File: config.mk
export PLATFORM = sky130hd
export DESIGN_NAME = regfile_sb_flat
export DESIGN_NICKNAME = d
export VERILOG_FILES = /design/src/rtl/regfile_pkg.sv /design/src/rtl/regfile_sb_if.sv /design/src/rtl/regfile_scoreboard.sv /design/src/rtl/regfile_sb.sv /design/src/flat_wrapper.sv
export SDC_FILE = /design/constraint.sdc
export NUM_CORES = 2
export LEC_CHECK = 0
export CORE_UTILIZATION = 60
export CTS_CLUSTER_SIZE = 8
export DETAILED_ROUTE_END_ITERATION = 10
export GPL_TIMING_DRIVEN = 0
export PLACE_DENSITY = 0.75
export SLEW_MARGIN = 10
export SYNTH_ARGS = -nofsm -noshare
export SYNTH_HDL_FRONTEND = slang
export SYNTH_SLANG_ARGS = --single-unit
export TNS_END_PERCENT = 30
File: constraint.sdc
create_clock -name clk -period 5.15 [get_ports clk]
set_input_delay 0.7725 -clock clk [delete_from_list [all_inputs] [get_ports clk]]
set_output_delay 0.7725 -clock clk [all_outputs]
set_load 0.05 [all_outputs]
File: src/rtl/regfile_pkg.sv
// Shared defaults and clear-sequencer state encoding for the scoreboarded register file.
package regfile_pkg;

    localparam int unsigned DEF_XLEN  = 32;
    localparam int unsigned DEF_NREGS = 32;
    localparam int unsigned DEF_NRD   = 2;

    typedef enum logic [1:0] {
        StIdle  = 2'd0,
        StClear = 2'd1,
        StDone  = 2'd2
    } state_e;

endpackage

File: src/rtl/regfile_sb_if.sv
// Bundle of read, write, reserve and clear signals for regfile_sb.
interface regfile_sb_if
    import regfile_pkg::*;
#(
    parameter int unsigned XLEN  = DEF_XLEN,
    parameter int unsigned NREGS = DEF_NREGS,
    parameter int unsigned NRD   = DEF_NRD
);
    localparam int unsigned AW = $clog2(NREGS);

    logic [NRD-1:0][AW-1:0]   rd_addr;
    logic [NRD-1:0][XLEN-1:0] rd_data;
    logic [NRD-1:0]           rd_busy;
    logic                     wr_en;
    logic [AW-1:0]            wr_addr;
    logic [XLEN-1:0]          wr_data;
    logic                     rsv_en;
    logic [AW-1:0]            rsv_addr;
    logic                     clr_req;
    logic                     clr_busy;
    logic                     clr_done;

    modport master (
        output rd_addr, wr_en, wr_addr, wr_data, rsv_en, rsv_addr, clr_req,
        input  rd_data, rd_busy, clr_busy, clr_done
    );

    modport slave (
        input  rd_addr, wr_en, wr_addr, wr_data, rsv_en, rsv_addr, clr_req,
        output rd_data, rd_busy, clr_busy, clr_done
    );

endinterface

File: src/rtl/regfile_scoreboard.sv
// Pending-producer busy bits: set on reserve, released on write, wiped on clear.
// REGFILE_BYPASS_EN forwards a same-cycle write's release onto rd_busy.
module regfile_scoreboard
    import regfile_pkg::*;
#(
    parameter int unsigned NREGS = DEF_NREGS,
    parameter int unsigned NRD   = DEF_NRD,
    localparam int unsigned AW   = $clog2(NREGS)
) (
    input  logic                   clk,
    input  logic                   rst_n,
    input  logic                   rsv_fire,
    input  logic [AW-1:0]          rsv_addr,
    input  logic                   rel_fire,
    input  logic [AW-1:0]          rel_addr,
    input  logic                   clr_all,
    input  logic [NRD-1:0][AW-1:0] rd_addr,
    output logic [NRD-1:0]         rd_busy
);

    logic [NREGS-1:0] busy_q, busy_d;

    // Reserve is applied after release so a same-cycle pair leaves the bit set.
    always_comb begin
        busy_d = busy_q;
        if (rel_fire) busy_d[rel_addr] = 1'b0;
        if (rsv_fire) busy_d[rsv_addr] = 1'b1;
        if (clr_all)  busy_d = '0;
        busy_d[0] = 1'b0;
    end

    always_ff @(posedge clk or negedge rst_n) begin
        if (!rst_n) begin
            busy_q <= '0;
        end else begin
            busy_q <= busy_d;
        end
    end

    always_comb begin
        rd_busy = '0;
        for (int i = 0; i < NRD; i++) begin
            rd_busy[i] = busy_q[rd_addr[i]];
`ifdef REGFILE_BYPASS_EN
            if (rel_fire && rd_addr[i] == rel_addr) begin
                rd_busy[i] = rsv_fire && (rsv_addr == rel_addr);
            end
`endif
        end
    end

endmodule

File: src/rtl/regfile_sb.sv
// Register file with scoreboard and sequential clear; r0 is hardwired to zero.
// Define REGFILE_BYPASS_EN to forward same-cycle write data/busy onto the read ports.
module regfile_sb
    import regfile_pkg::*;
#(
    parameter int unsigned XLEN  = DEF_XLEN,
    parameter int unsigned NREGS = DEF_NREGS,
    parameter int unsigned NRD   = DEF_NRD,
    localparam int unsigned AW   = $clog2(NREGS)
) (
    input logic         clk,
    input logic         rst_n,
    regfile_sb_if.slave bus
);

    state_e          state_q, state_d;
    logic [AW-1:0]   idx_q, idx_d;
    logic [XLEN-1:0] regs_q [NREGS];
    logic [XLEN-1:0] regs_d [NREGS];

    logic is_idle;
    logic wr_fire;
    logic rsv_fire;
    logic clr_start;

    assign is_idle   = (state_q == StIdle);
    assign wr_fire   = is_idle && bus.wr_en && (bus.wr_addr != '0);
    assign rsv_fire  = is_idle && bus.rsv_en && (bus.rsv_addr != '0);
    assign clr_start = is_idle && bus.clr_req;

    always_comb begin
        state_d = state_q;
        idx_d   = idx_q;
        regs_d  = regs_q;
        case (state_q)
            StIdle: begin
                if (wr_fire) regs_d[bus.wr_addr] = bus.wr_data;
                if (clr_start) begin
                    state_d = StClear;
                    idx_d   = AW'(1);
                end
            end
            StClear: begin
                regs_d[idx_q] = '0;
                // Hold the index at the top entry so it never wraps within a sequence.
                if (idx_q == AW'(NREGS - 1)) begin
                    state_d = StDone;
                end else begin
                    idx_d = idx_q + AW'(1);
                end
            end
            StDone: begin
                state_d = StIdle;
            end
            default: begin
                state_d = StIdle;
            end
        endcase
    end

    always_ff @(posedge clk or negedge rst_n) begin
        if (!rst_n) begin
            state_q <= StIdle;
            idx_q   <= '0;
            for (int i = 0; i < NREGS; i++) begin
                regs_q[i] <= '0;
            end
        end else begin
            state_q <= state_d;
            idx_q   <= idx_d;
            for (int i = 0; i < NREGS; i++) begin
                regs_q[i] <= regs_d[i];
            end
        end
    end

    logic [NRD-1:0][XLEN-1:0] rd_data;
    logic [NRD-1:0]           rd_busy;

    always_comb begin
        rd_data = '0;
        for (int i = 0; i < NRD; i++) begin
            if (bus.rd_addr[i] != '0) rd_data[i] = regs_q[bus.rd_addr[i]];
`ifdef REGFILE_BYPASS_EN
            if (wr_fire && bus.rd_addr[i] == bus.wr_addr) rd_data[i] = bus.wr_data;
`endif
        end
    end

    regfile_scoreboard #(
        .NREGS (NREGS),
        .NRD   (NRD)
    ) u_scoreboard (
        .clk      (clk),
        .rst_n    (rst_n),
        .rsv_fire (rsv_fire),
        .rsv_addr (bus.rsv_addr),
        .rel_fire (wr_fire),
        .rel_addr (bus.wr_addr),
        .clr_all  (clr_start),
        .rd_addr  (bus.rd_addr),
        .rd_busy  (rd_busy)
    );

    assign bus.rd_data  = rd_data;
    assign bus.rd_busy  = rd_busy;
    assign bus.clr_busy = (state_q != StIdle);
    assign bus.clr_done = (state_q == StDone);

endmodule

File: src/flat_wrapper.sv
// flat-port wrapper written by rule: the top's interface ports become plain ports
module regfile_sb_flat import regfile_pkg::*;
#(
    parameter int unsigned XLEN  = DEF_XLEN,
    parameter int unsigned NREGS = DEF_NREGS,
    parameter int unsigned NRD   = DEF_NRD,
    localparam int unsigned AW   = $clog2(NREGS)
)
  (clk, rst_n, bus_rd_addr, bus_wr_en, bus_wr_addr, bus_wr_data, bus_rsv_en, bus_rsv_addr, bus_clr_req, bus_rd_data, bus_rd_busy, bus_clr_busy, bus_clr_done);
  regfile_sb_if #(.XLEN(XLEN), .NREGS(NREGS), .NRD(NRD)) bus_i ();
  input logic clk;
  input logic rst_n;
  input wire logic [$bits(bus_i.rd_addr)-1:0] bus_rd_addr;
  input wire logic [$bits(bus_i.wr_en)-1:0] bus_wr_en;
  input wire logic [$bits(bus_i.wr_addr)-1:0] bus_wr_addr;
  input wire logic [$bits(bus_i.wr_data)-1:0] bus_wr_data;
  input wire logic [$bits(bus_i.rsv_en)-1:0] bus_rsv_en;
  input wire logic [$bits(bus_i.rsv_addr)-1:0] bus_rsv_addr;
  input wire logic [$bits(bus_i.clr_req)-1:0] bus_clr_req;
  output wire logic [$bits(bus_i.rd_data)-1:0] bus_rd_data;
  output wire logic [$bits(bus_i.rd_busy)-1:0] bus_rd_busy;
  output wire logic [$bits(bus_i.clr_busy)-1:0] bus_clr_busy;
  output wire logic [$bits(bus_i.clr_done)-1:0] bus_clr_done;
  assign bus_i.rd_addr = bus_rd_addr;
  assign bus_i.wr_en = bus_wr_en;
  assign bus_i.wr_addr = bus_wr_addr;
  assign bus_i.wr_data = bus_wr_data;
  assign bus_i.rsv_en = bus_rsv_en;
  assign bus_i.rsv_addr = bus_rsv_addr;
  assign bus_i.clr_req = bus_clr_req;
  assign bus_rd_data = bus_i.rd_data;
  assign bus_rd_busy = bus_i.rd_busy;
  assign bus_clr_busy = bus_i.clr_busy;
  assign bus_clr_done = bus_i.clr_done;
  regfile_sb #(.XLEN(XLEN), .NREGS(NREGS), .NRD(NRD)) u_core (.clk(clk), .rst_n(rst_n), .bus(bus_i));
endmodule
# Yosys cells after proc, flatten, opt, wreduce, memory -nomap -nowiden
# Index checks and enable logic that the tools add are counted.
[totals]
ff_bits = 1062
inputBits = 57
output_inout_bits = 68
[classes]
n_addsub = 1
n_lt_le_gt_ge = 12
eq_ne = 7
muxes = 32
bitwise_logic = 9
n_reduce_logical = 19
[ops]
columns = ["cell", "count"]
rows = [
  ["1024-bit case mux with 2 select lines", 1],
  ["1024-bit bitwise AND", 1],
  ["1024-bit bitwise mux", 1],
  ["1024-bit two-way mux", 1],
  ["1024-bit NOT", 1],
  ["32-bit two-way mux", 11],
  ["32-bit binary-select mux with 5-bit select", 2],
  ["32-bit demux with 5-bit select", 2],
  ["32-bit bitwise AND", 1],
  ["32-bit NOT", 1],
  ["32-bit bitwise OR", 1],
  ["6-bit greater-or-equal comparator, second input constant", 4],
  ["5-bit by 6-bit less-than comparator with 1-bit output, second input constant", 4],
  ["5-bit NOT with 6-bit output", 4],
  ["5-bit nonzero test", 4],
  ["6-bit by 1-bit less-than comparator with 1-bit output, second input constant", 2],
  ["1-bit binary-select mux with 5-bit select", 2],
  ["1-bit demux with 5-bit select", 2],
  ["5-bit by 1-bit greater-or-equal comparator with 1-bit output, second input constant", 2],
  ["5-bit two-way mux", 2],
  ["5-bit case mux with 2 select lines", 1],
  ["1-bit logical AND", 9],
  ["2-bit inequality test, second input constant", 3],
  ["5-bit by 1-bit adder with 5-bit output, second input constant", 1],
  ["11 further kinds", 17],
]

# Longest topological paths before layout
[logic_depth]
ltp_word = 10
depth_mapped = 8
mapped_depth_nobuf = 7

# By module
# From an unflattened synthesis, not the netlist that was laid out.
[hier_totals]
cells_unflattened = 4045
area_unflattened_um2 = 55236.7
[by_module_without_submodules]
columns = ["mod", "n_inst", "cells_per_inst", "area_each_um2", "seq_area_each_um2"]
rows = [
  ["regfile_sb", 1, 3816, 53254.8, 25799.7],
  ["regfile_scoreboard", 1, 229, 1981.9, 775.7],
]

# Least setup slack after synthesis
# Ideal clock, no wire load.
[synth_timing]
path_type = "input to output"
startpoint = "input port bus_rd_addr[0]"
endpoint = "output port bus_rd_data[12]"
t_arrival_ps = 3345
slack_ps = 1032
stages = 8
path_buffers = 5
cell_sequence = "buf_2 > buf_2 > inv_1 > buf_2 > buf_2 > clkbuf_1 > o2111ai_1 > a311oi_1"
[synth_via]
elab_chain_len = 5
elab_cells_between_ends = 6
cone_classes = "mux: 4; bitwise: 1; reduce/logical: 1"
[synth_lines]
columns = ["element", "line", "text"]
rows = [
  ["from (decl)", "flat_wrapper.sv:13", "input wire logic [$bits(bus_i.rd_addr)-1:0] bus_rd_addr;"],
  ["5-bit NOT with 6-bit output (implied by the code)", "regfile_sb.sv:83", "if (bus.rd_addr[i] != '0) rd_data[i] = regs_q[bus.rd_addr[i]];"],
  ["32-bit binary-select mux with 5-bit select", "regfile_sb.sv:83", ""],
  ["32-bit two-way mux (implied by the code) (2 in a row)", "regfile_sb.sv:83", ""],
  ["32-bit two-way mux (*)", "regfile_sb.sv:83", ""],
  ["to (decl)", "flat_wrapper.sv:20", "output wire logic [$bits(bus_i.rd_data)-1:0] bus_rd_data;"],
]
# Mark *: on every way between the ends. The rest lies on a longest branch, timed or not. The select of a mux whose other input is x is not followed.

# Worst setup path in the final report
[layout_timing]
startpoint = "input port bus_rd_addr[2]"
endpoint = "output port bus_rd_data[11]"
# The elaborated chain is that of the path after synthesis.

==> run_summary.xml <==
<?xml version="1.0" encoding="UTF-8"?>
<metrics>
  <group name="worst_setup_path">
    <metric name="worst_setup_path_startpoint" unit="">bus_rd_addr[2]</metric>
    <metric name="setup.worst_path.class" unit="">input pin to output port</metric>
    <metric name="start_kind" unit="">input pin</metric>
    <metric name="regToRegSetupSlack" unit="ns">1.61</metric>
    <metric name="crit-reg2reg-capture" unit="">u_core.regs_q[946]$_DFFE_PN0P_</metric>
    <metric name="worst_ep_required_time" unit="ns">4.38</metric>
    <metric name="reg2regPathDepth" unit="">7</metric>
    <metric name="cp_max_fo" unit="">10</metric>
    <metric name="r2r_start" unit="">u_core.state_q[0]$_DFFE_PN0P_</metric>
    <metric name="cp_data_arrival_time" unit="ns">4.61</metric>
    <metric name="worst_setup_path_end_kind" unit="">output port</metric>
  </group>
  <group name="drt">
    <metric name="routed-via-count" unit="">46418</metric>
    <metric name="firstDrtPassIters" unit="">7</metric>
    <metric name="viasPerCell" unit="">8.47</metric>
    <metric name="drc_errors" unit="">0</metric>
    <metric name="final_routed_wirelength" unit="um">233000</metric>
    <metric name="drt-initial-drc-count" unit="">7955</metric>
    <metric name="wl_per_cell" unit="um">42.5</metric>
    <metric name="drt.antenna.violating_nets" unit="">0</metric>
  </group>
  <group name="clock_tree">
    <metric name="ctsRootBufferMaster" unit="">sky130_fd_sc_hd__clkbuf_16</metric>
    <metric name="number_of_h_tree_levels" unit="">4</metric>
    <metric name="clock_insertion_delay_worst_skew" unit="ns">0.79</metric>
    <metric name="cts_buffer_depth" unit="">3</metric>
    <metric name="tritoncts_clock_tree" unit="">yes</metric>
    <metric name="cts_buffers" unit="">150</metric>
    <metric name="clk_transition_reported_paths" unit="ns">0.05</metric>
    <metric name="cts_sinks" unit="">1062</metric>
  </group>
  <group name="final_layout">
    <metric name="finalNetCount" unit="">4342</metric>
    <metric name="drive_above_1_share" unit="%">24.1</metric>
    <metric name="instances_no_fill" unit="">5482</metric>
    <metric name="area_growth_syn_to_layout" unit="%">13.3</metric>
  </group>
  <group name="yosys">
    <metric name="main_combinational_cell_family_by_area_after_synthesis" unit="">multiplexers</metric>
    <metric name="postSynthNetCount" unit="">4061</metric>
    <metric name="synth_area_leader_cell" unit="">sky130_fd_sc_hd__dfrtp_1</metric>
    <metric name="yosysSeqAreaShare" unit="%">48.1</metric>
    <metric name="synth_cells" unit="">3999</metric>
    <metric name="synth_compound_area_share" unit="%">21.5</metric>
    <metric name="synth_area_per_cell" unit="um^2">13.8</metric>
    <metric name="postSynthRegisterBits" unit="">1062</metric>
    <metric name="synth_area_leaders" unit="">sky130_fd_sc_hd__dfrtp_1, sky130_fd_sc_hd__mux4_2, sky130_fd_sc_hd__a22o_1</metric>
    <metric name="synthMuxAreaShare" unit="%">22.7</metric>
    <metric name="synth_warnings" unit="">0</metric>
    <metric name="yosys.area_share.simple" unit="%">3.24</metric>
    <metric name="synthDominantCellAreaShare" unit="%">48.1</metric>
    <metric name="netlist-cell-type-count" unit="">48</metric>
    <metric name="post_synth_fa_ha_maj_area_fraction" unit="%">0.113</metric>
    <metric name="synth_xor_area_share" unit="%">0</metric>
    <metric name="synthesis.area" unit="um^2">55200</metric>
  </group>
  <group name="timing">
    <metric name="hold_violations" unit="">0</metric>
    <metric name="max_slew.worst_pin.slew" unit="ns">1.51</metric>
    <metric name="timing.final.ws_setup" unit="ns">-0.233</metric>
    <metric name="fmaxAchievable" unit="MHz">186</metric>
    <metric name="setup_viol" unit="">33</metric>
    <metric name="post-route-min-period" unit="ns">5.38</metric>
    <metric name="final.period_utilization" unit="%">105</metric>
    <metric name="timing.max_slew.rel_slack" unit="%">-0.827</metric>
    <metric name="finalMaxSlewViolations" unit="">12</metric>
    <metric name="rsz0062_at_grt" unit="">yes</metric>
    <metric name="fin_skew" unit="ns">0.0234</metric>
  </group>
  <group name="die">
    <metric name="die_y" unit="um">305</metric>
    <metric name="io_pins" unit="">125</metric>
    <metric name="starting_density_of_the_core" unit="%">61.0</metric>
    <metric name="chipWidth" unit="um">305</metric>
    <metric name="core_area" unit="um^2">90600</metric>
    <metric name="row_count" unit="">110</metric>
    <metric name="floorplan.die_area" unit="um^2">93200</metric>
  </group>
  <group name="flow_run">
    <metric name="maxCapViolations" unit="">2</metric>
  </group>
  <group name="grt">
    <metric name="gr-usage-all-layers" unit="%">50.5</metric>
    <metric name="grt_max_degree" unit="">161</metric>
    <metric name="number_of_global_route_vias_before_repair" unit="">45401</metric>
    <metric name="antenna_found_initial" unit="">12</metric>
    <metric name="grt_pass1_wl" unit="um">330000</metric>
    <metric name="grt_remaining_overflow" unit="">0</metric>
  </group>
  <group name="worst_hold_path">
    <metric name="holdPathStages" unit="">1</metric>
    <metric name="whs_endpoint" unit="">u_core.regs_q[1021]$_DFFE_PN0P_</metric>
    <metric name="hold_path.class" unit="">register to register</metric>
    <metric name="worst_hold_startpoint" unit="">u_core.regs_q[1021]$_DFFE_PN0P_</metric>
  </group>
  <group name="power_and_ir_drop">
    <metric name="power_switching" unit="uW">7400</metric>
    <metric name="power.share.switching" unit="%">31.3</metric>
    <metric name="share_comb_of_total_power" unit="%">19.9</metric>
    <metric name="ir_drop" unit="V">0.000339</metric>
    <metric name="internal_power" unit="uW">16200</metric>
    <metric name="leakagePower" unit="uW">0.0278</metric>
    <metric name="pwr_density_cell" unit="nW/um^2">378</metric>
    <metric name="proportion_of_power_drawn_by_the_clock_network" unit="%">38.4</metric>
    <metric name="seqPwrFrac" unit="%">41.7</metric>
  </group>
  <group name="place">
    <metric name="gp_congestion" unit="">1.08</metric>
    <metric name="hpwl_dp" unit="um">158000</metric>
    <metric name="pre_cts_ws" unit="ns">-1.06</metric>
    <metric name="place.detailed.instances" unit="">5298</metric>
    <metric name="port_buffers" unit="">115</metric>
  </group>
  <group name="outcome">
    <metric name="violations_in_the_final_reports" unit="">max-capacitance violations, max-slew violations, negative setup slack</metric>
    <metric name="status" unit="">finished with violations</metric>
  </group>
</metrics>
-- metal layers --
layer / vias to the layer above / wire, um / track usage [%]
li1: 16761 / - / -
met1: 23510 / 77300 / 62.5
met3: 1208 / 39700 / 26.2
met2: 4925 / 93300 / 66.6
met5: - / 252 / 3.10
met4: 14 / 22400 / 37.6
-- kinds of logic after synthesis --
family                     after synthesis
and+or+nand+nor                        279
AOI/OAI and AO/OA                     1434
buffers and inverters                  556
muxes                                  663
DFF                                   1062
adders and majority gates                5
-- worst max-delay path, stage by stage --
cell	delay [ns]
sky130_fd_sc_hd__buf_2	0.37
sky130_fd_sc_hd__buf_2	0.48
sky130_fd_sc_hd__buf_2	0.59
sky130_fd_sc_hd__clkbuf_1	0.66
sky130_fd_sc_hd__a211oi_1	0.37
sky130_fd_sc_hd__a311oi_2	0.71
sky130_fd_sc_hd__dlygate4sd2_1	0.62
-- cells in the final DEF, fill, tap and decap left out, types with 10 or more instances in the layout --
cell	instances
sky130_fd_sc_hd__a211oi_1	63
sky130_fd_sc_hd__a21oi_1	28
sky130_fd_sc_hd__a221oi_1	48
sky130_fd_sc_hd__a22o_1	994
sky130_fd_sc_hd__a22oi_1	73
sky130_fd_sc_hd__a2bb2oi_1	23
sky130_fd_sc_hd__a311oi_1	31
sky130_fd_sc_hd__a311oi_2	28
sky130_fd_sc_hd__and2_1	39
sky130_fd_sc_hd__and3_1	13
sky130_fd_sc_hd__buf_1	14
sky130_fd_sc_hd__buf_16	10
sky130_fd_sc_hd__buf_2	210
sky130_fd_sc_hd__clkbuf_1	268
sky130_fd_sc_hd__clkbuf_16	156
sky130_fd_sc_hd__clkbuf_2	26
sky130_fd_sc_hd__clkdlybuf4s50_1	53
sky130_fd_sc_hd__dfrtp_1	1062
sky130_fd_sc_hd__diode_2	13
sky130_fd_sc_hd__dlygate4sd2_1	39
sky130_fd_sc_hd__dlymetal6s2s_1	14
sky130_fd_sc_hd__inv_1	33
sky130_fd_sc_hd__mux2_2	67
sky130_fd_sc_hd__mux2i_1	130
sky130_fd_sc_hd__mux4_2	466
sky130_fd_sc_hd__nand2_1	37
sky130_fd_sc_hd__nand3_1	10
sky130_fd_sc_hd__nor2_1	41
sky130_fd_sc_hd__nor2b_1	70
sky130_fd_sc_hd__nor3_4	12
sky130_fd_sc_hd__o2111ai_1	16
sky130_fd_sc_hd__o21ai_0	110
-- flip-flops by register name, indices dropped and copies added, names as in the netlist --
signal                      flops
u_core.idx_q                    5
u_core.state_q                  2
u_core.u_scoreboard.busy_q     31
u_core.regs_q                1024
-- stage by stage --
stage | utilization, % | area [um^2] | TNS [ns] | power [uW] | hold WS (ns)
CTS | 68.7 | 62200 | 0 | 23200 | 0.505
floorplan | - | 55200 | 0 | 12500 | 0.467
global route | 69.0 | 62500 | -0.416 | 24000 | 0.519
global placement | 63.8 | 57800 | - | 14300 | 0.483
detailed placement | 64.1 | 58000 | -40.16 | 14300 | 0.494
finish | 69.1 | 62500 | -2.91 | 23700 | 0.507
-- how the worst max path moves through the flow --
stage	endpoint	slack (ns)
after floorplan	bus_rd_data[12]	1.03
after global placement	u_core.regs_q[518]$_DFFE_PN0P_	-44.49
after detailed placement	bus_rd_data[46]	-1.06
after CTS	bus_rd_data[14]	0.0003
after global routing	bus_rd_data[11]	-0.08
final	bus_rd_data[11]	-0.23
-- Yosys cell counts (all sizes together) --
| cell type | n |
|---|---|
| a221oi | 48 |
| and2 | 39 |
| a22oi | 73 |
| o32ai | 1 |
| buf | 233 |
| a22o | 994 |
| dfrtp | 1062 |
| nor2b | 71 |
| nand2b | 2 |
| and4bb | 1 |
| nor4 | 8 |
| inv | 33 |
| mux2i | 130 |
| nand3 | 10 |
| or4b | 1 |
| nand3b | 3 |
| or4 | 2 |
| mux2 | 67 |
| o21ai | 114 |
| nand2 | 37 |
| o21bai | 1 |
| a311oi | 64 |
| nand4b | 1 |
| or2 | 3 |
| nor3 | 27 |
| nor3b | 6 |
| a211oi | 64 |
| nand4bb | 2 |
| ha | 5 |
| a2bb2oi | 23 |
| o2bb2ai | 2 |
| nor2 | 44 |
| mux4 | 466 |
| or3 | 1 |
| o2111ai | 16 |
| clkbuf | 290 |
| a21oi | 34 |
| or3b | 4 |
| and3 | 13 |
| and3b | 4 |
-- what timing repair did --
action | CTS | global route
setup endpoints to repair | 64 | 53
hold endpoints to repair | 78 | 0
hold buffers | 1 | 0
pin swaps | 2 | 4
buffers inserted | 0 | 0
resized for setup | 102 | 55
gates cloned | 0 | 0
-- layout make-up --
cell class,instances,area (um^2)
well taps,1176,1470
plain buffers,523,2290
inverters,33,124
flip-flops and latches,1062,26600
clock buffers,157,3920
diodes,13,32.5
fillers,6352,28000
multi-input cells,2381,26600
clock inverters,8,108
repair buffers,129,1440
-- power groups by stage --
| stage | Clock [uW] | Combinational (uW) | Sequential [uW] |
|---|---|---|---|
| floorplan | 0 | 2830 | 9690 |
| global placement | 0 | 4330 | 9920 |
| detailed placement | 0 | 4430 | 9910 |
| CTS | 8940 | 4450 | 9800 |
| global route | 9280 | 4800 | 9910 |
| finish | 9080 | 4710 | 9860 |
(Power assumes the default switching activity.)
